File: src/rtl/dpmem_pkg.sv
// dpmem_pkg: shared definitions for the dual-port memory arbiter.
//   NREQ           - number of requesters
//   port_sel_e     - which memory port (if any) a requester was granted
//   dpmem_conflict - same-address pair with at least one write
//   dpmem_onehot   - requester index to one-hot mask
package dpmem_pkg;

    localparam int NREQ       = 4;
    localparam int MAX_ADDR_W = 64;

    typedef enum logic [1:0] {
        PORT_NONE = 2'd0,
        PORT_A    = 2'd1,
        PORT_B    = 2'd2
    } port_sel_e;

    // Addresses are zero-extended to MAX_ADDR_W by the caller.
    function automatic logic dpmem_conflict(
        input logic [MAX_ADDR_W-1:0] addr_x,
        input logic                  we_x,
        input logic [MAX_ADDR_W-1:0] addr_y,
        input logic                  we_y
    );
        return (addr_x == addr_y) && (we_x || we_y);
    endfunction

    function automatic logic [NREQ-1:0] dpmem_onehot(input logic [1:0] idx);
        return 4'b0001 << idx;
    endfunction

endpackage

File: src/rtl/dpmem_rr_pick.sv
// dpmem_rr_pick: combinational round-robin picker.
// Scans eligible requesters starting at the pointer. The first hit is the
// port A grant; the next hit that does not conflict with it is the port B grant.
//   i_elig  - in-range eligible mask
//   i_ptr   - round-robin start index
//   i_conf  - conflict matrix, bit {x,y} set when requesters x and y conflict
//   o_a_*   - first grant (valid flag + index)
//   o_b_*   - second grant (valid flag + index)
module dpmem_rr_pick
    import dpmem_pkg::*;
(
    input  logic [NREQ-1:0]      i_elig,
    input  logic [1:0]           i_ptr,
    input  logic [NREQ*NREQ-1:0] i_conf,
    output logic                 o_a_vld,
    output logic [1:0]           o_a_idx,
    output logic                 o_b_vld,
    output logic [1:0]           o_b_idx
);

    logic [1:0] w_idx;

    // Rotating scan; conflicting candidates are skipped and stay pending.
    always_comb begin
        o_a_vld = 1'b0;
        o_a_idx = 2'd0;
        o_b_vld = 1'b0;
        o_b_idx = 2'd0;
        w_idx   = 2'd0;
        for (int k = 0; k < NREQ; k++) begin
            w_idx = i_ptr + k[1:0];
            if (i_elig[w_idx]) begin
                if (!o_a_vld) begin
                    o_a_vld = 1'b1;
                    o_a_idx = w_idx;
                end else if (!o_b_vld && !i_conf[{o_a_idx, w_idx}]) begin
                    o_b_vld = 1'b1;
                    o_b_idx = w_idx;
                end else begin
                    o_b_vld = o_b_vld;
                end
            end else begin
                w_idx = w_idx;
            end
        end
    end

endmodule

File: src/rtl/dpmem_arb.sv
// dpmem_arb: four-requester round-robin arbiter/sequencer in front of a
// dual-port memory. Maps up to two requests per cycle onto ports A and B,
// never pairs a same-address access where either side writes, flags
// out-of-range addresses, and steers read data back to its owner.
//   clk, reset_b          - clock, async active-low reset
//   req/req_we/req_addr/req_wdata - per-requester request slices
//   ack/err/rvalid/rdata  - per-requester responses (registered pulses)
//   addra/wea/oea/da, qa  - memory port A
//   addrb/web/oeb/db, qb  - memory port B
module dpmem_arb
    import dpmem_pkg::*;
#(
    parameter int ADDR_WIDTH = 32,
    parameter int MEM_SIZE   = 1024
) (
    input  logic                       clk,
    input  logic                       reset_b,
    input  logic [NREQ-1:0]            req,
    input  logic [NREQ-1:0]            req_we,
    input  logic [NREQ*ADDR_WIDTH-1:0] req_addr,
    input  logic [NREQ*32-1:0]         req_wdata,
    output logic [NREQ-1:0]            ack,
    output logic [NREQ-1:0]            err,
    output logic [NREQ-1:0]            rvalid,
    output logic [NREQ*32-1:0]         rdata,
    output logic [ADDR_WIDTH-1:0]      addra,
    output logic [ADDR_WIDTH-1:0]      addrb,
    output logic                       wea,
    output logic                       web,
    output logic                       oea,
    output logic                       oeb,
    output logic [31:0]                da,
    output logic [31:0]                db,
    input  logic [31:0]                qa,
    input  logic [31:0]                qb
);

    localparam logic [ADDR_WIDTH:0] MEM_LIM = (ADDR_WIDTH + 1)'(MEM_SIZE);

    logic [ADDR_WIDTH-1:0] w_addr  [NREQ];
    logic [31:0]           w_wdata [NREQ];
    port_sel_e             w_sel   [NREQ];
    logic [NREQ-1:0]       w_elig, w_inr, w_elig_ok, w_err_nx, w_ack_nx;
    logic [NREQ*NREQ-1:0]  w_conf;
    logic                  w_a_vld, w_b_vld;
    logic [1:0]            w_a_idx, w_b_idx, w_ptr_nx;
    logic [NREQ*32-1:0]    w_rdata;

    logic [NREQ-1:0]       r_ack, r_err, r_rvalid;
    logic [1:0]            r_ptr;
    logic [ADDR_WIDTH-1:0] r_addra, r_addrb;
    logic                  r_wea, r_web, r_oea, r_oeb;
    logic [31:0]           r_da, r_db;
    logic                  r_rd_pend_a, r_rd_pend_b;
    logic [1:0]            r_own_a, r_own_b, r_rsel_a, r_rsel_b;

    // Unpack request slices, classify eligibility and build the conflict matrix.
    always_comb begin
        w_conf = '0;
        w_inr  = '0;
        for (int i = 0; i < NREQ; i++) begin
            w_addr[i]  = req_addr[i*ADDR_WIDTH +: ADDR_WIDTH];
            w_wdata[i] = req_wdata[i*32 +: 32];
            w_inr[i]   = ({1'b0, w_addr[i]} < MEM_LIM);
        end
        for (int i = 0; i < NREQ; i++) begin
            for (int j = 0; j < NREQ; j++) begin
                if (i != j) begin
                    w_conf[i*NREQ + j] = dpmem_conflict(MAX_ADDR_W'(w_addr[i]), req_we[i],
                                                        MAX_ADDR_W'(w_addr[j]), req_we[j]);
                end else begin
                    w_conf[i*NREQ + j] = 1'b0;
                end
            end
        end
        // A requester is masked during its own ack cycle.
        w_elig    = req & ~r_ack;
        w_elig_ok = w_elig & w_inr;
        w_err_nx  = w_elig & ~w_inr;
    end

    dpmem_rr_pick u_pick (
        .i_elig  (w_elig_ok),
        .i_ptr   (r_ptr),
        .i_conf  (w_conf),
        .o_a_vld (w_a_vld),
        .o_a_idx (w_a_idx),
        .o_b_vld (w_b_vld),
        .o_b_idx (w_b_idx)
    );

    // Per-requester port assignment, next ack mask and next pointer.
    always_comb begin
        w_ack_nx = w_err_nx;
        for (int i = 0; i < NREQ; i++) begin
            if (w_a_vld && (w_a_idx == i[1:0])) begin
                w_sel[i] = PORT_A;
            end else if (w_b_vld && (w_b_idx == i[1:0])) begin
                w_sel[i] = PORT_B;
            end else begin
                w_sel[i] = PORT_NONE;
            end
            if (w_sel[i] != PORT_NONE) begin
                w_ack_nx[i] = 1'b1;
            end else begin
                w_ack_nx[i] = w_err_nx[i];
            end
        end
        // Pointer moves past the last port-granted requester; errors never move it.
        if (w_b_vld) begin
            w_ptr_nx = w_b_idx + 2'd1;
        end else if (w_a_vld) begin
            w_ptr_nx = w_a_idx + 2'd1;
        end else begin
            w_ptr_nx = r_ptr;
        end
    end

    // Arbiter state, memory port registers and two-stage read return pipeline.
    always_ff @(posedge clk or negedge reset_b) begin
        if (!reset_b) begin
            r_ack       <= 4'b0000;
            r_err       <= 4'b0000;
            r_rvalid    <= 4'b0000;
            r_ptr       <= 2'd0;
            r_addra     <= '0;
            r_addrb     <= '0;
            r_wea       <= 1'b0;
            r_web       <= 1'b0;
            r_oea       <= 1'b0;
            r_oeb       <= 1'b0;
            r_da        <= 32'd0;
            r_db        <= 32'd0;
            r_rd_pend_a <= 1'b0;
            r_rd_pend_b <= 1'b0;
            r_own_a     <= 2'd0;
            r_own_b     <= 2'd0;
            r_rsel_a    <= 2'd0;
            r_rsel_b    <= 2'd0;
        end else begin
            r_ack <= w_ack_nx;
            r_err <= w_err_nx;
            r_ptr <= w_ptr_nx;
            // Idle port keeps address/data, only write enable drops.
            if (w_a_vld) begin
                r_addra <= w_addr[w_a_idx];
                r_wea   <= req_we[w_a_idx];
                r_da    <= w_wdata[w_a_idx];
            end else begin
                r_wea   <= 1'b0;
            end
            if (w_b_vld) begin
                r_addrb <= w_addr[w_b_idx];
                r_web   <= req_we[w_b_idx];
                r_db    <= w_wdata[w_b_idx];
            end else begin
                r_web   <= 1'b0;
            end
            // Stage 1: remember granted reads; stage 2: oe + rvalid.
            r_rd_pend_a <= w_a_vld && !req_we[w_a_idx];
            r_rd_pend_b <= w_b_vld && !req_we[w_b_idx];
            r_own_a     <= w_a_idx;
            r_own_b     <= w_b_idx;
            r_oea       <= r_rd_pend_a;
            r_oeb       <= r_rd_pend_b;
            r_rsel_a    <= r_own_a;
            r_rsel_b    <= r_own_b;
            r_rvalid    <= (r_rd_pend_a ? dpmem_onehot(r_own_a) : 4'b0000)
                         | (r_rd_pend_b ? dpmem_onehot(r_own_b) : 4'b0000);
        end
    end

    // Steer port read data to the owning requester slice; others read 0.
    always_comb begin
        w_rdata = '0;
        for (int i = 0; i < NREQ; i++) begin
            if (r_oea && (r_rsel_a == i[1:0])) begin
                w_rdata[i*32 +: 32] = qa;
            end else if (r_oeb && (r_rsel_b == i[1:0])) begin
                w_rdata[i*32 +: 32] = qb;
            end else begin
                w_rdata[i*32 +: 32] = 32'd0;
            end
        end
    end

    assign ack    = r_ack;
    assign err    = r_err;
    assign rvalid = r_rvalid;
    assign rdata  = w_rdata;
    assign addra  = r_addra;
    assign addrb  = r_addrb;
    assign wea    = r_wea;
    assign web    = r_web;
    assign oea    = r_oea;
    assign oeb    = r_oeb;
    assign da     = r_da;
    assign db     = r_db;

endmodule

File: config.mk
export PLATFORM = sky130hd
export DESIGN_NAME = dpmem_arb
export DESIGN_NICKNAME = d
export VERILOG_FILES = /design/src/rtl/dpmem_pkg.sv /design/src/rtl/dpmem_rr_pick.sv /design/src/rtl/dpmem_arb.sv
export SDC_FILE = /design/constraint.sdc
export NUM_CORES = 1
export LEC_CHECK = 0
export ABC_AREA = 1
export BUFFER_PORTS_ARGS = -buffer_cell sky130_fd_sc_hd__buf_4
export CELL_PAD_IN_SITES_DETAIL_PLACEMENT = 1
export CELL_PAD_IN_SITES_GLOBAL_PLACEMENT = 1
export CORE_AREA = 2 2 237 239
export CTS_BUF_LIST = sky130_fd_sc_hd__clkbuf_2
export CTS_CLUSTER_SIZE = 20
export DETAILED_ROUTE_END_ITERATION = 8
export DIE_AREA = 0 0 239 241
export PLACE_DENSITY_LB_ADDON = 0.1
export REMOVE_ABC_BUFFERS = 1
export SLEW_MARGIN = 20
export SYNTH_ARGS = -nofsm -noshare
export SYNTH_HDL_FRONTEND = slang
export SYNTH_SLANG_ARGS = --single-unit
File: constraint.sdc
create_clock -name clk -period 7.8 [get_ports clk]
set_clock_uncertainty 0.15 [all_clocks]
set_input_delay 0 -clock clk [delete_from_list [all_inputs] [get_ports clk]]
set_output_delay 0 -clock clk [all_outputs]
set_load 0.005 [all_outputs]
==> impl_metrics.json <==
{
  "hold_viol_final": 0,
  "synth_top_cell_by_area": "dfrtp_1",
  "drt-total-wl_mm": 103.7,
  "antenna_found_initial": 11,
  "slowest_delay_ns": 0.63,
  "post_drt_wl_per_cell_um": 24.24,
  "synth-async-reset-ratio": 1.000,
  "timing.final.crit_share": 0.9269,
  "max-slew-margin-rel": 0.2545,
  "ant_nets": 0,
  "intPower_mw": 6.099,
  "final_net_count": 3872,
  "hpwl_mm": 70.60,
  "ys_ff_latch": 156,
  "chipWidth_um": 239,
  "crit_slowest_cell": "dlygate4sd3_1",
  "ys_warn_count": 0,
  "row_count": 86,
  "drt_iter0_drc": 1314,
  "grt_pass1_wl_mm": 151.1,
  "grt_pass1_vias": 23425,
  "pre_cts_slack_ns": 2.513,
  "mappedNetlistArea_um2": 14160,
  "start_util": 0.2581,
  "grt_usage": 0.3517,
  "finalWorstSetupSlack_ns": 0.5703,
  "finalSetupTns_ns": 0,
  "synth_top_area_frac": 0.2756,
  "clk_latency_ns": 1.09,
  "drt-pass1-iter-count": 5,
  "die_area_um2": 57600,
  "numCtsBuffers": 17,
  "pwr-share-clk": 0.049,
  "num_io_pins": 602,
  "hold_path_class": "primary input to flip-flop",
  "rsz0062_at_grt": "false",
  "grt_start_max_net_pins": 86,
  "seq_power_share": 0.115,
  "synth_area_leaders": "dfrtp_1 (28%), nand2_1 (25%), o22ai_1 (9.1%), inv_1 (7.0%), nand3_1 (7.0%)",
  "vias": 22224,
  "drc_errors": 0,
  "startpoint_type": "primary input",
  "synth_edf_count": 0,
  "place.port_buffers": 601,
  "routed_via_density": 5.196,
  "cts_tree": "done",
  "core_area_um2": 54880,
  "syn-instance-count": 2434,
  "tightest_slew_ns": 1.118,
  "setup_viol": 0,
  "power_frac_comb": 0.836,
  "overflow": 0,
  "powerDensity_nw_per_um2": 492.1,
  "crit_path_max_fanout": 49,
  "root_buffer": "clkbuf_2",
  "post_cts_buffers": 0,
  "cp.required_ns": 8.74,
  "vdd_drop_max_v": 0.0004494,
  "fin_crit_ns": 7.230,
  "sw_frac_of_total": 0.5138,
  "cts.sinks": 156,
  "end_kind": "flip-flop",
  "drive_above_1_share": 0.1984,
  "ys_seq_area_frac": 0.2756,
  "status": "complete, no violations",
  "worstPathArrival_ns": 8.17,
  "htree_levels": 4,
  "path_class": "primary input to flip-flop",
  "drv_slew": 0,
  "cpMostUsedCell": "nand2_1",
  "switching_power_mw": 6.445,
  "syn_to_final_growth_pct": 79.95,
  "cts.clk_slew.worst_paths_ns": 0.33,
  "synth_cell_type_count": 37,
  "gp_congestion": 0.9472,
  "fmax_mhz": 138.3,
  "p_leak_nw": 12.99,
  "synth_most_common_cell": "nand2_1",
  "avgSynthCellArea_um2": 5.820,
  "die_y_um": 241,
  "holdWs_ns": 0.1302,
  "cts_buffer_depth": 2,
  "drv_cap": 0,
  "ys.flop_type": "dfrtp_1",
  "synthTopCellsByCount": "nand2_1 (942), inv_1 (266), nor2_1 (239), o22ai_1 (205), nand3_1 (199)"
}
-- power groups by stage --
stage	registers (mW)	clock network (mW)	logic (mW)
2_1_floorplan	1.42	0	3.77
3_3_place_gp	1.45	0	6.93
3_5_place_dp	1.45	0	7.07
4_1_cts	1.43	0.614	10.0
5_1_grt	1.48	0.639	11.2
6_report	1.45	0.609	10.5
-- path summary, 6_finish.rpt --
check / startpoint / to / slack, ns / cells past startpoint
min reg2reg: r_own_a[0] / r_rsel_a[0] / 0.27 / 0
min in group asynchronous: reset_b / addra[11] / 0.26 / 5
max: req_addr[79] / db[5] / 0.57 / 37
min: req_wdata[92] / da[28] / 0.13 / 5
max in group asynchronous: reset_b / r_ptr[0] / 5.93 / 6
max reg2reg: r_ptr[1] / db[5] / 0.75 / 29
-- what timing repair did --
| item | in CTS | in global routing |
|---|---|---|
| setup endpoints to repair | 0 | 1 |
| hold buffers | 598 | 0 |
| endpoints found under the hold margin | 275 | 0 |
| gates resized for setup | 0 | 1 |
-- per-layer routing --
| metal | part of all wire | vias to the layer above | routed length [um] | global-route usage |
|---|---|---|---|---|
| met3 | 0.062 | 248 | 6420 | 0.06634 |
| met5 | 0 | - | 0 | 0 |
| met2 | 0.48 | 905 | 50270 | 0.6056 |
| li1 | - | 10109 | - | - |
| met1 | 0.40 | 10962 | 41730 | 0.4149 |
| met4 | 0.051 | 0 | 5243 | 0.1873 |
-- flip-flops by register name (all words and copies together), names as in the netlist, 2 cells and up --
| name | cells |
|---|---|
| r_own_b | 2 |
| r_rsel_b | 2 |
| rvalid | 4 |
| r_own_a | 2 |
| db | 32 |
| r_ptr | 2 |
| addrb | 32 |
| r_rsel_a | 2 |
| addra | 32 |
| da | 32 |
| ack | 4 |
| err | 4 |
-- layout by cell type (no fill, tap or decap), types with 17 or more instances in the layout --
cell           count
a21oi_1           20
a31oi_1           52
buf_4            624
clkbuf_2          17
dfrtp_1          155
diode_2           19
dlygate4sd3_1    597
inv_1            265
nand2_1          937
nand3_1          197
nand4_1           29
nor2_1           237
o21ai_0           57
o22ai_1          205
xnor2_1           35
xor2_1            20
-- critical path, delay by kind of cell --
kind                   cells  cell delay, ns
buffers and inverters     11            5.36
and+or+nand+nor           26            2.76
-- cell type report --
cell class	count	area, um2
fillers	7185	29390
repair buffers	1223	10700
multi-input cells	1862	8613
flip-flops and latches	156	3905
inverters	281	1055
well taps	704	880.8
clock inverters	15	203.9
clock buffers	17	85.08
diodes	19	47.55
-- cell families (layout without fill, tap and decap cells) --
kind of cell             count (synthesis)  after routing  synth area share
adder cells (fa/ha/maj)                  1              1         0.0008832
XOR/XNOR                                55             55           0.03401
buffers and inverters                  416           1536            0.1204
other                                    0             19                 0
AND/OR/NAND/NOR                       1442           1442            0.4124
flip-flops                             156            156            0.2756
AO/OA/AOI/OAI                          364            364            0.1567
-- through the flow --
step	power, mW	util	std cells	area, um2
final	12.54	0.4645	4277	25490
after global routing	13.35	0.4642	4271	25470
after CTS	12.07	0.4636	4258	25440
after detailed placement	8.525	0.3489	3628	19150
after global placement	8.378	0.3489	3628	19150
after floorplan	5.196	-	2299	13510
Note: power is estimated with default switching activity, not from simulation.
